===== config.mk =====
export PLATFORM = sky130hd
export DESIGN_NAME = uart_tx_fifo
export DESIGN_NICKNAME = d
export VERILOG_FILES = /design/src/rtl/uart_tx_fifo.sv
export SDC_FILE = /design/constraint.sdc
export NUM_CORES = 1
export LEC_CHECK = 0
export CAP_MARGIN = 25
export CORE_ASPECT_RATIO = 1.2
export CORE_MARGIN = 8
export CORE_UTILIZATION = 58
export DETAILED_ROUTE_END_ITERATION = 16
export PLACE_DENSITY = 0.76
export SYNTH_ARGS = -nofsm -noshare
export SYNTH_HDL_FRONTEND = slang
export SYNTH_SLANG_ARGS = --single-unit

===== constraint.sdc =====
create_clock -name clk -period 3.3 [get_ports clk]
set_input_delay 0.66 -clock clk [delete_from_list [all_inputs] [get_ports clk]]
set_output_delay 0.66 -clock clk [all_outputs]
set_load 0.05 [all_outputs]

===== src/rtl/uart_tx_fifo.sv =====
// Buffered UART transmitter: a small circular FIFO behind a valid/ready
// input, an internal baud divider and a frame FSM
// (start, data LSB first, optional parity, one or two stop bits).
// Every output comes straight from a register or from a decode of a register.
module uart_tx_fifo #(
  parameter int CLK_DIV    = 104,
  parameter int DATA_BITS  = 8,
  parameter int PARITY     = 0,
  parameter int STOP_BITS  = 1,
  parameter int FIFO_DEPTH = 4
) (
  input  logic                          clk,
  input  logic                          rst_n,
  input  logic                          in_valid,
  input  logic [DATA_BITS-1:0]          in_data,
  output logic                          in_ready,
  output logic                          tx,
  output logic                          busy,
  output logic [$clog2(FIFO_DEPTH):0]   fifo_count
);

  localparam int PTR_W = $clog2(FIFO_DEPTH);
  localparam int CNT_W = PTR_W + 1;
  localparam int DIV_W = $clog2(CLK_DIV);
  localparam int BIT_W = 3;

  localparam logic [2:0] S_IDLE  = 3'd0;
  localparam logic [2:0] S_START = 3'd1;
  localparam logic [2:0] S_DATA  = 3'd2;
  localparam logic [2:0] S_PAR   = 3'd3;
  localparam logic [2:0] S_STOP  = 3'd4;

  // FIFO storage and pointers
  logic [DATA_BITS-1:0] mem_q [FIFO_DEPTH];
  logic [PTR_W-1:0]     wr_ptr_q, wr_ptr_d;
  logic [PTR_W-1:0]     rd_ptr_q, rd_ptr_d;
  logic [CNT_W-1:0]     count_q, count_d;

  // Frame engine state
  logic [2:0]           state_q, state_d;
  logic [DIV_W-1:0]     div_q, div_d;
  logic [BIT_W-1:0]     bit_q, bit_d;
  logic [DATA_BITS-1:0] shift_q, shift_d;
  logic                 par_q, par_d;
  logic                 tx_q, tx_d;
  logic                 busy_q, busy_d;

  logic                 push;
  logic                 pop;
  logic                 load;
  logic                 div_last;
  logic                 fifo_empty;
  logic [DATA_BITS-1:0] head;
  logic                 head_par;

  // Full is decoded from the registered count only, so a pop in the same
  // cycle never opens the port combinationally.
  assign in_ready   = (count_q != CNT_W'(FIFO_DEPTH));
  assign push       = in_valid && in_ready;
  assign fifo_empty = (count_q == '0);
  assign head       = mem_q[rd_ptr_q];
  assign div_last   = (div_q == DIV_W'(CLK_DIV - 1));

  assign tx         = tx_q;
  assign busy       = busy_q;
  assign fifo_count = count_q;

  // Parity of the word at the FIFO head, computed while it is being loaded
  always_comb begin
    head_par = ^head;
    if (PARITY == 1) begin
      head_par = ~head_par;
    end
  end

  // Frame FSM: bit timing, shifting and the pop decision
  always_comb begin
    state_d = state_q;
    div_d   = div_last ? '0 : div_q + DIV_W'(1);
    bit_d   = bit_q;
    shift_d = shift_q;
    par_d   = par_q;
    tx_d    = tx_q;
    load    = 1'b0;

    case (state_q)
      S_IDLE: begin
        div_d = '0;
        tx_d  = 1'b1;
        if (!fifo_empty) begin
          load = 1'b1;
        end
      end

      S_START: begin
        if (div_last) begin
          tx_d    = shift_q[0];
          shift_d = shift_q >> 1;
          bit_d   = '0;
          state_d = S_DATA;
        end
      end

      S_DATA: begin
        if (div_last) begin
          if (bit_q == BIT_W'(DATA_BITS - 1)) begin
            bit_d = '0;
            if (PARITY != 0) begin
              tx_d    = par_q;
              state_d = S_PAR;
            end else begin
              tx_d    = 1'b1;
              state_d = S_STOP;
            end
          end else begin
            tx_d    = shift_q[0];
            shift_d = shift_q >> 1;
            bit_d   = bit_q + BIT_W'(1);
          end
        end
      end

      S_PAR: begin
        if (div_last) begin
          tx_d    = 1'b1;
          bit_d   = '0;
          state_d = S_STOP;
        end
      end

      S_STOP: begin
        if (div_last) begin
          if (bit_q == BIT_W'(STOP_BITS - 1)) begin
            // Chain straight into the next start bit when more data waits.
            if (!fifo_empty) begin
              load = 1'b1;
            end else begin
              tx_d    = 1'b1;
              state_d = S_IDLE;
            end
          end else begin
            bit_d = bit_q + BIT_W'(1);
          end
        end
      end

      default: begin
        tx_d    = 1'b1;
        div_d   = '0;
        state_d = S_IDLE;
      end
    endcase

    if (load) begin
      shift_d = head;
      par_d   = head_par;
      tx_d    = 1'b0;
      div_d   = '0;
      bit_d   = '0;
      state_d = S_START;
    end
  end

  assign pop = load;

  // FIFO pointer and occupancy update
  always_comb begin
    wr_ptr_d = wr_ptr_q;
    rd_ptr_d = rd_ptr_q;
    count_d  = count_q;
    if (push) begin
      wr_ptr_d = wr_ptr_q + PTR_W'(1);
    end
    if (pop) begin
      rd_ptr_d = rd_ptr_q + PTR_W'(1);
    end
    case ({push, pop})
      2'b10:   count_d = count_q + CNT_W'(1);
      2'b01:   count_d = count_q - CNT_W'(1);
      default: count_d = count_q;
    endcase
    busy_d = (state_d != S_IDLE) || (count_d != '0);
  end

  // Control registers: cleared by reset, abandoning any frame in flight
  always_ff @(posedge clk) begin
    if (!rst_n) begin
      state_q  <= S_IDLE;
      div_q    <= '0;
      bit_q    <= '0;
      tx_q     <= 1'b1;
      busy_q   <= 1'b0;
      wr_ptr_q <= '0;
      rd_ptr_q <= '0;
      count_q  <= '0;
    end else begin
      state_q  <= state_d;
      div_q    <= div_d;
      bit_q    <= bit_d;
      tx_q     <= tx_d;
      busy_q   <= busy_d;
      wr_ptr_q <= wr_ptr_d;
      rd_ptr_q <= rd_ptr_d;
      count_q  <= count_d;
    end
  end

  // Data registers: contents only matter once qualified by the control state
  always_ff @(posedge clk) begin
    shift_q <= shift_d;
    par_q   <= par_d;
  end

  // FIFO storage write
  always_ff @(posedge clk) begin
    if (push) begin
      mem_q[wr_ptr_q] <= in_data;
    end
  end

endmodule


* Yosys cells after proc, flatten, opt, wreduce, memory -nomap -nowiden
Memories as Yosys holds them, arrays and structs flattened. A register that Yosys moved wholly into a read port is not among the register bits.
Cells that the tools add are included.
** Storage, ports and cells
- Memories kept :: 1
- Output and inout port bits :: 6
- Register bits after elaboration :: 30
- Input bits :: 11
- RAM bits :: 32
** Cells by class
- Bitwise operators :: 2
- Reduce and logical (&&, ||, !) cells :: 16
- Add/subtract/negate cells :: 6
- Equal/unequal tests :: 20
- Multiplexer cells :: 38
** Memory list
- mem_q :: depth 4, width 8, read ports 1, clocked after Yosys merged registers in 1, write ports 1, RTL line 34 : logic [DATA_BITS-1:0] mem_q [FIFO_DEPTH];
** Operators with widths (number)
- 2-to-1 mux 3 bit :: 13
- 2-to-1 mux 8 bit :: 4
- inequality test 3 bit, second input constant :: 8
- case mux 8 bit (2 select lines) :: 1
- case mux 3 bit (5 select lines) :: 1
- 2-to-1 mux 1 bit :: 13
- nonzero test 3 bit :: 4
- logical NOT 3 bit :: 3
- case mux 3 bit (3 select lines) :: 1
- OR reduction 4 bit :: 2
- adder 7 x 1 -> 7 bit, second input constant :: 1
- == test 7 bit, second input constant :: 1
- adder 3 x 1 -> 3 bit, second input constant :: 2
- == test 3 x 2 -> 1 bit, second input constant :: 2
- == test 3 bit, second input constant :: 2
- inequality test 2 bit, second input constant :: 3
- case mux 3 bit (2 select lines) :: 1
- AND reduction 6 bit :: 1
- AND reduction 5 bit :: 1
- adder 2 x 1 -> 2 bit, second input constant :: 2
- 2-to-1 mux 2 bit :: 2
- case mux 1 bit (4 select lines) :: 1
- AND reduction 4 bit :: 1
- OR reduction 2 bit :: 2
- other kinds (9) :: 10

* Depth between registers and ports, before layout
Gate-level depths: netlist of the first run.
- Depth in word-level cells :: 9
- Depth in mapped cells :: 12

* Worst setup path after synthesis of the first run
No wires, ideal clock.
- Path kind :: reg-to-reg
- From :: register count_q[2] (netlist: fifo_count[2])
- To :: register busy_q (netlist: busy)
- Arrival :: 2.937 ns
- Path slack :: 0.224 ns
- Setup time :: 0.138 ns
- Cell stages (with the launch flop) :: 11
- Cells stage by stage :: dfxtp_1 > or3b_1 > and2_1 > inv_1 > ha_1 > inv_1 > fa_1 > xor2_1 > xnor2_1 > o31ai_1 > o2111ai_1
** On the way
- Elaborated cells between the ends (all ways) :: 20
** RTL lines
- start, declared :: RTL line 37 : logic [CNT_W-1:0] count_q, count_d;
- start signal, assigned :: RTL line 204 : count_q <= count_d;
- inequality test 3 bit (*) :: RTL line 58 : assign in_ready = (count_q != CNT_W'(FIFO_DEPTH));
- via in_ready :: RTL line 16 : output logic in_ready,
- logical AND 1 bit (*) :: RTL line 59 : assign push = in_valid && in_ready;
- == test 2 x 1 -> 1 bit or == test 2 bit (tied branches) :: RTL line 177 : case ({push, pop})
- case mux 3 bit (2 select lines) (*) :: RTL line 177
- nonzero test 3 bit (*) :: RTL line 182 : busy_d = (state_d != S_IDLE) || (count_d != '0);
- logical OR 1 bit (*) :: RTL line 182
- end signal, assigned :: RTL line 201 : busy_q <= busy_d;
- end, declared :: RTL line 46 : logic busy_q, busy_d;
The timed path passes the listed nets; every way through them passes the cells marked *.
A chain may end at the register's enable or synchronous reset.

* Worst setup path in the final report of the first run
- From :: register div_q[0]
- To :: register busy_q (netlist: busy)
** On the way
- Cells in the longest elaborated chain, start to end :: 7
- Elaborated cells between the ends (all ways) :: 15
** Ends and longest elaborated chain
- start, declared :: RTL line 41 : logic [DIV_W-1:0] div_q, div_d;
- start signal, assigned :: RTL line 198 : div_q <= div_d;
- == test 7 bit (*) :: RTL line 62 : assign div_last = (div_q == DIV_W'(CLK_DIV - 1));
- 2-to-1 mux 1 bit :: RTL line 132 : if (div_last) begin
- case mux 1 bit (2 select lines) :: RTL line 86 : case (state_q)
- == test 2 x 1 -> 1 bit or == test 2 bit (tied branches) :: RTL line 177
- case mux 3 bit (2 select lines) :: RTL line 177
- nonzero test 3 bit :: RTL line 182
- logical OR 1 bit (*) :: RTL line 182
Mark *: on every way between the ends. The rest lies on a longest branch, timed or not.

==> results of run 1 <==
## how the worst min path moves through the flow
stage,from,end
final,div_q[0],div_q[0]
after CTS,div_q[0],div_q[0]
after floorplan,div_q[0],div_q[0]
after global routing,div_q[0],div_q[0]
after global placement,div_q[0],div_q[0]
after detailed placement,div_q[0],div_q[0]
## synthesized netlist by cell type, types with 2 or more instances
| library cell | n | area share [%] |
|---|---|---|
| edfxtp_1 | 40 | 43 |
| dfxtp_1 | 24 | 17 |
| inv_1 | 15 | 2.0 |
| nor2_1 | 15 | 2.0 |
| a21oi_1 | 13 | 2.3 |
| ha_1 | 9 | 4.0 |
| mux4_2 | 8 | 6.4 |
| o21ai_0 | 8 | 1.4 |
| mux2_2 | 7 | 2.8 |
| and3_1 | 5 | 1.1 |
| nand2_1 | 5 | 0.67 |
| xor2_1 | 5 | 1.6 |
| nand3_1 | 4 | 0.71 |
| nor3_1 | 4 | 0.71 |
| or3_1 | 4 | 0.89 |
| xnor2_1 | 4 | 1.2 |
| clkbuf_1 | 3 | 0.40 |
| nand2b_1 | 3 | 0.67 |
| o31ai_1 | 3 | 0.80 |
| or4_1 | 3 | 0.80 |
| and2_1 | 2 | 0.44 |
| buf_2 | 2 | 0.36 |
| nor3b_1 | 2 | 0.53 |
| o2111ai_1 | 2 | 0.62 |
| o211ai_1 | 2 | 0.53 |
| or2_2 | 2 | 0.44 |
## cell families (layout without fill, tap and decap cells)
family	count (synthesis)	after routing	synth area share [%]
XOR/XNOR	9	9	2.80
buffers and inverters	21	47	2.89
adder cells (fa/ha/maj)	10	10	4.71
AND/OR/NAND/NOR	59	59	12.7
multiplexers	15	15	9.19
flip-flops	64	64	59.7
AO/OA/AOI/OAI	37	37	8.08
## metal layers
| layer | share of wire (%) | vias to the layer above | global-route usage, % |
|---|---|---|---|
| met2 | 52 | 22 | 23.5 |
| met5 | 0 | - | 0 |
| li1 | - | 842 | - |
| met1 | 43 | 811 | 15.8 |
| met3 | 3.1 | 10 | 4.07 |
| met4 | 2.3 | 0 | 8.36 |
## sequential cells by signal, summed over array words and instances, names as in the netlist, named ones only
signal,flops
div_q,7
rd_ptr_q,2
shift_q,8
busy,1
wr_ptr_q,2
fifo_count,3
state_q,3
mem_q,32
tx,1
bit_q,3
## critical path, delay by kind of cell, from the launching register on
kind            cells  cell delay (ns)
fa+ha+maj           3             0.84
compound gates      3             0.65
simple gates        2             0.44
flops               1             0.35
xor+xnor            2             0.31
buf+inv             1             0.06
## report_power, final
part / leakage [uW] / total, uW / switching (uW) / internal, uW
Sequential: 0.000565 / 1190 / 122 / 1060
Clock: 0.000100 / 691 / 273 / 418
Combinational: 0.000455 / 893 / 494 / 399
Total: 0.00112 / 2770 / 888 / 1880
## through the flow
stage                     instance area [um2]  hold WS, ns  util, %  cells  setup slack [ns]
after global routing                     3230        0.476     67.3    301             0.350
after CTS                                3230        0.451     67.3    301             0.507
final                                    3230        0.449     67.3    301             0.514
after floorplan                          2820        0.418        -    215             0.224
after detailed placement                 3030        0.442     63.1    285             0.489
after global placement                   3030        0.429     63.1    285             0.536
## area by class of cell
type | instances | area (um2)
fill | 356 | 1570
sequential | 64 | 1680
inverter | 15 | 56.3
tap | 60 | 75.1
clock buffer | 11 | 131
clock inverter | 5 | 71.3
multi-input combinational | 130 | 1050
timing repair buffer | 16 | 160
## cells in the final DEF, fill, tap and decap left out, types with 2 or more instances in the layout
cell type,Yosys,layout
mux4_2,8,8
edfxtp_1,40,40
clkbuf_8,0,9
or2_2,2,2
nor2_1,15,15
nand2_1,5,5
nor3b_1,2,2
o21ai_0,8,8
mux2_2,7,7
o2111ai_1,2,2
o211ai_1,2,2
clkbuf_1,3,2
clkinv_1,0,3
a21oi_1,13,13
nor3_1,4,4
o31ai_1,3,3
and2_1,2,2
clkdlybuf4s50_1,0,16
ha_1,9,9
dfxtp_1,24,24
inv_1,15,15
or4_1,3,3
and3_1,5,5
or3_1,4,4
nand2b_1,3,3
bufinv_16,0,2
xor2_1,5,5
nand3_1,4,4
xnor2_1,4,4
==> out/qor.yml, run 1 <==
setup_path:
  path_cells: "ha_1, nand4b_1, o21a_1, nor2_4, ha_1, inv_1, fa_1, xor2_1, xnor2_1, o31ai_1, o2111ai_1"
  slowest_stage: "fa_1"
  critPathMostFrequentCell: "ha_1"
  arrival_ns: 2.99
  endpoint: "busy"
  crit_type: "reg2reg"
  critPathLaunchType: "register"
  rrSetupSlack_ns: 0.51
  cpPeakStageDelay_ns: 0.37
  reg2reg_from: "div_q[0]"
  r2r-end: "busy"
  endpoint_kind: "register"
  cp.required_ns: 3.50
  reg2regPathDepth: 11
  critPathLaunch: "div_q[0]"
  worst-path-max-fanout: 10
clock_network:
  cts_resized: 0
  cts_root_buf: "clkbuf_8"
  clockBufferDepth: 2
  cts_tree: "yes"
  path_clk_slew_ns: 0.07
  clock_latency_ns: 0.34
  cts_buffers: 9
  postCtsSetupBuffers: 0
  cts_hold_buf: 0
  numClockSinks: 64
  cts.htree.levels: 3
finish:
  antennaDiodeCount: 0
  finalNetCount: 257
  drive_above_1_share_pct: 14.1
  area_delta_synth_final_pct: 14.7
timing:
  finalSetupViolCount: 0
  worst_pin_slew_ns: 0.856
  skew_ns: 0.0107
  fin_tns_setup_ns: 0
  period_share_pct: 84.4
  final_hold_viol_count: 0
  slew_headroom_pct: 42.9
  max_freq_mhz: 359
  fin_crit_ns: 2.79
  grt_setup_unrepaired: "no"
  drv_slew: 0
grt:
  grt_pass1_wl_um: 7950
  grt_pass1_vias: 1740
  antenna_found_initial: 0
  overflow: 0
  grt_max_degree: 13
  track_usage_pct: 14.2
yosys:
  async_flop_share_pct: 0
  synth_cells: 215
  netlist_area_um2: 2820
  ys_seq_elements: 64
  synthFlopType: "edfxtp_1"
  synth_area_per_cell_um2: 13.1
  synthesis.nets: 236
  synth_edf_count: 40
  synth-seq-area-share_pct: 59.7
  yosysWarnings: 0
  yosysUniqueCellTypes: 47
routing:
  drt_iter0_markers: 79
  vias: 1685
  drtAntennaViolNets: 0
  wl_per_cell_um: 15.6
  drc_errors: 0
  avgViaCountPerCell: 5.60
  routed_wl_um: 4710
  first_pass_iters: 5
min_path:
  holdPathStages: 1
  hold_class: "reg2reg"
pwr:
  total_power_uw: 2770
  p_leak_uw: 0.00112
  irDropWorstVdd_v: 0.000707
  power_density_nw_per_um2: 857
floorplanning:
  die_w_um: 79.6
  row_count: 28
  initial_core_util_pct: 58.7
  ioPinCount: 17
  die_y_um: 92.4
  core_area_um2: 4800
  die_area_um2: 7350
job:
  maxCapViolations: 0
place:
  dp_hpwl_um: 3380
  place_congestion: 0.842
  io_buffers: 16
outcome:
  status: "finished clean"
No activity file was read; power rests on OpenSTA's default activity.
==> run 2: changes to the inputs <==
CORE_UTILIZATION = 53   (was 58)
PLACE_DENSITY = 0.73   (was 0.76)
clock period = 2.4 ns   (was 3.3 ns; I/O delays follow)
==> run 2 against run 1 <==
Clock-buffer cell count down 2; sequential power is 35% higher; utilization fell by 0.36 points; global-route usage fell by 0.29 points; final area up 8.3%; clock power up 26%; sequential share of layout area shrank 3.7 points; maximum frequency increased by 17%; non-clock buffer count rose by 27; combinational power up 61%; power grew 42%; worst setup slack worse by 0.50 ns; largest cell class unchanged; largest power group unchanged.
==> out/qor.yml, run 2 (synthesis results as in run 1) <==
finish:
  finalNetCount: 284  # +11%
  final_common_cell: "edfxtp_1"
  area_delta_synth_final_pct: 24.2
  antennaDiodeCount: 0  # unchanged
  drive_above_1_share_pct: 32.2  # +18 points
  final_cell_mix: "40 x edfxtp_1, 27 x buf_4, 17 x dfxtp_1, 16 x clkdlybuf4s50_1, 15 x nor2_1"
  top_register: "mem_q"
  regArea_um2: 1690  # +0.67%
  fillers: 392  # +10%
  reg_top3: "mem_q (32), shift_q (8), div_q (7)"
  post-route-cell-area_um2: 3500  # +8.3%
  largest_reg_flops: 32  # unchanged
  post-route-util_pct: 67.0  # -0.36 points
  multiInputGateArea_um2: 1120  # +6.3%
clock_network:
  clockBufferDepth: 2  # unchanged
  clock_latency_ns: 0.33  # about the same
  path_clk_slew_ns: 0.07  # about the same
  cts_tree: "yes"
  cts_root_buf: "clkbuf_8"
  cts_hold_buf: 0  # unchanged
  cts_buffers: 9  # unchanged
  cts.htree.levels: 3  # unchanged
  numClockSinks: 64  # unchanged
place:
  dp_hpwl_um: 3390  # +0.23%
  io_buffers: 16  # unchanged
  place_congestion: 0.832  # -1.2%
  placed_area_um2: 3210  # +6.0%
routing:
  wl_per_cell_um: 15.1  # -3.3%
  drtAntennaViolNets: 0  # unchanged
  drt_iter0_markers: 63  # -20%
  avgViaCountPerCell: 5.48  # -2.1%
  vias: 1803  # +7.0%
  routed_wl_um: 4980  # +5.6%
  first_pass_iters: 4  # -1
  drc_errors: 0  # unchanged
setup_path:
  critPathLaunch: "bit_q[1]"
  critPathLaunchType: "register"
  cp.required_ns: 2.60  # -0.90 ns
  slowest_stage: "fa_2"
  arrival_ns: 2.58  # -0.41 ns
  rrSetupSlack_ns: 0.02  # -0.50 ns
  endpoint_kind: "register"
  path_cells: "inv_2, ha_4, nand4b_1, o21a_2, nor2_4, ha_4, inv_2, fa_2, xor2_2, xnor2_1, o31ai_1, o2111ai_1"
  crit_type: "reg2reg"
  cpPeakStageDelay_ns: 0.36  # about the same
  endpoint: "busy"
  worst-path-max-fanout: 3  # -7
  reg2reg_from: "bit_q[1]"
  r2r-end: "busy"
  reg2regPathDepth: 12  # +1
grt:
  antenna_found_initial: 0  # unchanged
  overflow: 0  # unchanged
  grt_pass1_wl_um: 8210  # +3.3%
  grt_pass1_vias: 1755  # +0.86%
  grt_max_degree: 12  # -1
  track_usage_pct: 13.9  # -0.29 points
timing:
  grt_setup_unrepaired: "yes"
  fin_tns_setup_ns: 0  # unchanged
  fin_crit_ns: 2.38  # -0.402 ns
  final_hold_viol_count: 0  # unchanged
  drv_slew: 0  # unchanged
  skew_ns: 0.00596  # -0.00472 ns
  max_freq_mhz: 420  # +17%
  period_share_pct: 99.3  # +15 points
  worst_pin_slew_ns: 0.557  # -0.299 ns
  slew_headroom_pct: 62.7  # +20 points
  finalSetupViolCount: 0  # unchanged
floorplanning:
  die_w_um: 82.6  # +3.7%
  core_area_um2: 5230  # +8.9%
  die_area_um2: 7920  # +7.6%
  ioPinCount: 17  # unchanged
  initial_core_util_pct: 53.9  # -4.8 points
  die_y_um: 95.9  # +3.8%
  row_count: 29  # +3.6%
pwr:
  p_leak_uw: 0.00125  # +12%
  irDropWorstVdd_v: 0.000914  # +29%
  total_power_uw: 3930  # +42%
  power_density_nw_per_um2: 1120  # +31%
min_path:
  holdPathStages: 1  # unchanged
  hold_class: "reg2reg"
job:
  maxCapViolations: 0  # unchanged
outcome:
  status: "finished clean"
[run 2: how the worst min path moves through the flow]
stage                        start  endpoint  slack, ns
after floorplan           div_q[0]  div_q[0]       0.42
after global placement    div_q[0]  div_q[0]       0.42
after detailed placement  div_q[0]  div_q[0]       0.43
after CTS                 div_q[0]  div_q[0]       0.44
after global routing      div_q[0]  div_q[0]       0.46
final                     div_q[0]  div_q[0]       0.44
[run 2: report_power, final]
group	total, uW	internal, uW	switching [uW]
clock network	873	469	403
registers	1610	1470	143
logic	1440	686	756
[run 2: repair_timing]
action | CTS | global route
endpoints found under the setup margin | 1 | 5
resized for setup | 1 | 10
buffers inserted | 8 | 1
pin swaps | 3 | 9
[run 2: worst max-delay path: cells and delay by family, from the launching register on]
kind,cells,cell delay (ns)
AOI/OAI and AO/OA,3,0.62
xor gates and xnor gates,2,0.30
adders and majority gates,3,0.63
buffers and inverters,2,0.10
DFF,1,0.33
and+or+nand+nor,2,0.28
[run 2: area by class of cell]
cell class              instances  area share (%)
flip-flops and latches         64            48.4
inverters                      15            1.68
clock inverters                 6            1.75
well taps                      62            2.22
clock buffers                   9            3.54
repair buffers                 43            10.4
multi-input cells             130            32.0
[run 2: metal layers]
layer  routed length [um]  up-vias  track usage (%)
li1                     -      893                -
met4                   78        0             7.35
met2                 2560       32             22.6
met3                  191        8             4.21
met1                 2140      870             16.1
met5                    0        -                0
[run 2: stage by stage]
step / hold WS (ns) / setup WS [ns] / std cells
3_5_place_dp: 0.431 / -0.0270 / 305
5_1_grt: 0.464 / -0.140 / 329
2_1_floorplan: 0.420 / -0.0392 / 215
3_3_place_gp: 0.425 / -0.00219 / 305
4_1_cts: 0.440 / 0.00484 / 328
6_report: 0.437 / 0.0165 / 329
==> run 3: changes to the inputs <==
SETUP_SLACK_MARGIN = 0.15   (was default)
==> run 3 against run 2 <==
Highest routed layer unchanged; first-iteration DRC count up 40%; largest power group unchanged; sequential power is essentially flat; utilization increased by 2.3 points; clock power up 6.2%; final cell count increased by 2.1%; clock-buffer cell count did not move; worst setup slack better by 0.021 ns; critical path type unchanged.
==> out/qor.yml, run 3 (synthesis results as in run 1) <==
outcome:
  status: "finished clean"
routing:
  routed_wl_um: 5470  # +9.8%
  drc_errors: 0  # unchanged
  drt_iter0_markers: 88  # +40%
  wl_per_cell_um: 16.3  # +7.5%
  avgViaCountPerCell: 5.48  # about the same
  drtAntennaViolNets: 0  # unchanged
  vias: 1842  # +2.2%
  first_pass_iters: 4  # unchanged
grt:
  grt_pass1_vias: 1880  # +7.1%
  track_usage_pct: 14.7  # +0.82 points
  grt_pass1_wl_um: 8640  # +5.2%
  overflow: 0  # unchanged
  grt_max_degree: 14  # +2
  antenna_found_initial: 0  # unchanged
clock_network:
  clockBufferDepth: 2  # unchanged
  cts_buffers: 9  # unchanged
  cts_tree: "yes"
  cts_root_buf: "clkbuf_8"
  cts_hold_buf: 0  # unchanged
  cts.htree.levels: 3  # unchanged
  clock_latency_ns: 0.35  # +0.02 ns
  numClockSinks: 64  # unchanged
  path_clk_slew_ns: 0.07  # about the same
finish:
  stdcell_count: 336  # +2.1%
  top_register: "mem_q"
  area_delta_synth_final_pct: 28.4
  antennaDiodeCount: 0  # unchanged
  final_common_cell: "edfxtp_1"
  reg_top3: "mem_q (32), shift_q (8), div_q (7)"
  post-route-util_pct: 69.2  # +2.3 points
  drive_above_1_share_pct: 35.0  # +2.8 points
  finalNetCount: 290  # +2.1%
  largest_reg_flops: 32  # unchanged
  final_cell_mix: "40 x edfxtp_1, 24 x buf_4, 17 x dfxtp_1, 15 x nor2_1, 15 x clkdlybuf4s50_1"
timing:
  slew_headroom_pct: 62.6  # -0.076 points
  final_hold_viol_count: 0  # unchanged
  worst_pin_slew_ns: 0.558  # +0.00114 ns
  postLayoutSetupSlackWorst_ns: 0.0377  # +0.0212 ns
  finalSetupViolCount: 0  # unchanged
  fin_crit_ns: 2.36  # -0.0212 ns
  grt_setup_unrepaired: "yes"
  max_freq_mhz: 423  # +0.90%
  period_share_pct: 98.4  # -0.88 points
  drv_slew: 0  # unchanged
  fin_tns_setup_ns: 0  # unchanged
  skew_ns: 0.00874  # +0.00278 ns
setup_path:
  cp.required_ns: 2.67  # +0.07 ns
  path_buf_inv: 11  # +9
  critPathLaunchType: "register"
  crit_type: "reg2reg"
  worst-path-max-fanout: 2  # -1
  cpPeakStageDelay_ns: 0.33  # -0.03 ns
  critPathMostFrequentCell: "buf_6"
  arrival_ns: 2.63  # +0.05 ns
  slowest_stage: "dfxtp_2"
  path_cells: "inv_2, ha_4, nand4b_1, buf_4, buf_6, buf_6, buf_6, buf_6, buf_6, buf_6, buf_6, buf_6, buf_6, o41ai_2, o21ai_1, o2111ai_1"
  cp_top_family: "buffers and inverters"
  endpoint_kind: "register"
pwr:
  power_density_nw_per_um2: 1120  # -0.54%
  p_switching_uw: 1380  # +6.1%
  seqPwrFrac_pct: 40.0  # -1.0 points
  p_leak_uw: 0.00131  # +4.2%
  pwr-share-comb_pct: 37.0  # +0.3 points
  clkPwrFrac_pct: 23.0  # +0.8 points
  switching_share_pct: 34.2  # +1.1 points
  total_power_uw: 4040  # +2.8%
  irDropWorstVdd_v: 0.000593  # -35%
  p_int_uw: 2650  # +1.2%
floorplanning:
  die_y_um: 95.9  # unchanged
  ioPinCount: 17  # unchanged
  row_count: 29  # unchanged
  initial_core_util_pct: 53.9  # unchanged
  die_w_um: 82.6  # unchanged
  core_area_um2: 5230  # unchanged
  die_area_um2: 7920  # unchanged
place:
  io_buffers: 16  # unchanged
  dp_hpwl_um: 3620  # +6.9%
  dp.cells: 307  # +0.66%
  post-place-ws_ns: -0.0502  # -0.0232 ns
  place_congestion: 0.788  # -5.3%
min_path:
  hold_class: "reg2reg"
job:
  maxCapViolations: 0  # unchanged
[run 3: cell types whose count changed in the layout (fill, tap and decap cells not counted), sizes merged]
cell	delta
buf	+6
clkdlybuf4s50	-1
clkinv	-1
clkinvlp	+1
dlygate4sd2	+1
inv	+1
[run 3: layer usage]
| metal | share of wire (%) | routed length, um | GRT usage (%) | vias up |
|---|---|---|---|---|
| met5 | 0 | 0 | 0 | - |
| met4 | 3.1 | 170 | 6.92 | 0 |
| met3 | 3.3 | 181 | 4.11 | 13 |
| met2 | 52 | 2840 | 24.9 | 31 |
| met1 | 42 | 2270 | 16.8 | 899 |
| li1 | - | - | - | 899 |
[run 3: layout make-up]
class	count	area (um2)
clock buffer	9	124
timing repair buffer	49	440
sequential	64	1690
multi-input combinational	130	1140
clock inverter	7	80.1
tap	62	77.6
inverter	15	58.8
fill	376	1610
[run 3: final timing paths]
| kind | depth (start not counted) | slack (ns) | to | start |
|---|---|---|---|---|
| max | 16 | 0.04 | busy | bit_q[1] |
| min | 1 | 0.45 | div_q[0] | div_q[0] |
| max reg2reg | 16 | 0.04 | busy | bit_q[1] |
| min reg2reg | 1 | 0.45 | div_q[0] | div_q[0] |
[run 3: timing repair]
item                                    CTS  global route
buffers inserted                         10             3
endpoints found under the setup margin    3             5
pin swaps                                11             4
resized for setup                         9            16
[run 3: per-stage QoR]
stage | hold WS, ns | area [um2]
after global placement | 0.427 | 3230
final | 0.447 | 3620
after floorplan | 0.420 | 2860
after global routing | 0.461 | 3620
after detailed placement | 0.437 | 3230
after CTS | 0.448 | 3530
[run 3: power by group through the flow]
stage | Clock, uW | Combinational [uW] | Sequential, uW
detailed placement | 0 | 1440 | 1650
finish | 927 | 1490 | 1620
CTS | 949 | 1460 | 1620
floorplan | 0 | 939 | 1700
global route | 998 | 1610 | 1650
global placement | 0 | 1390 | 1630
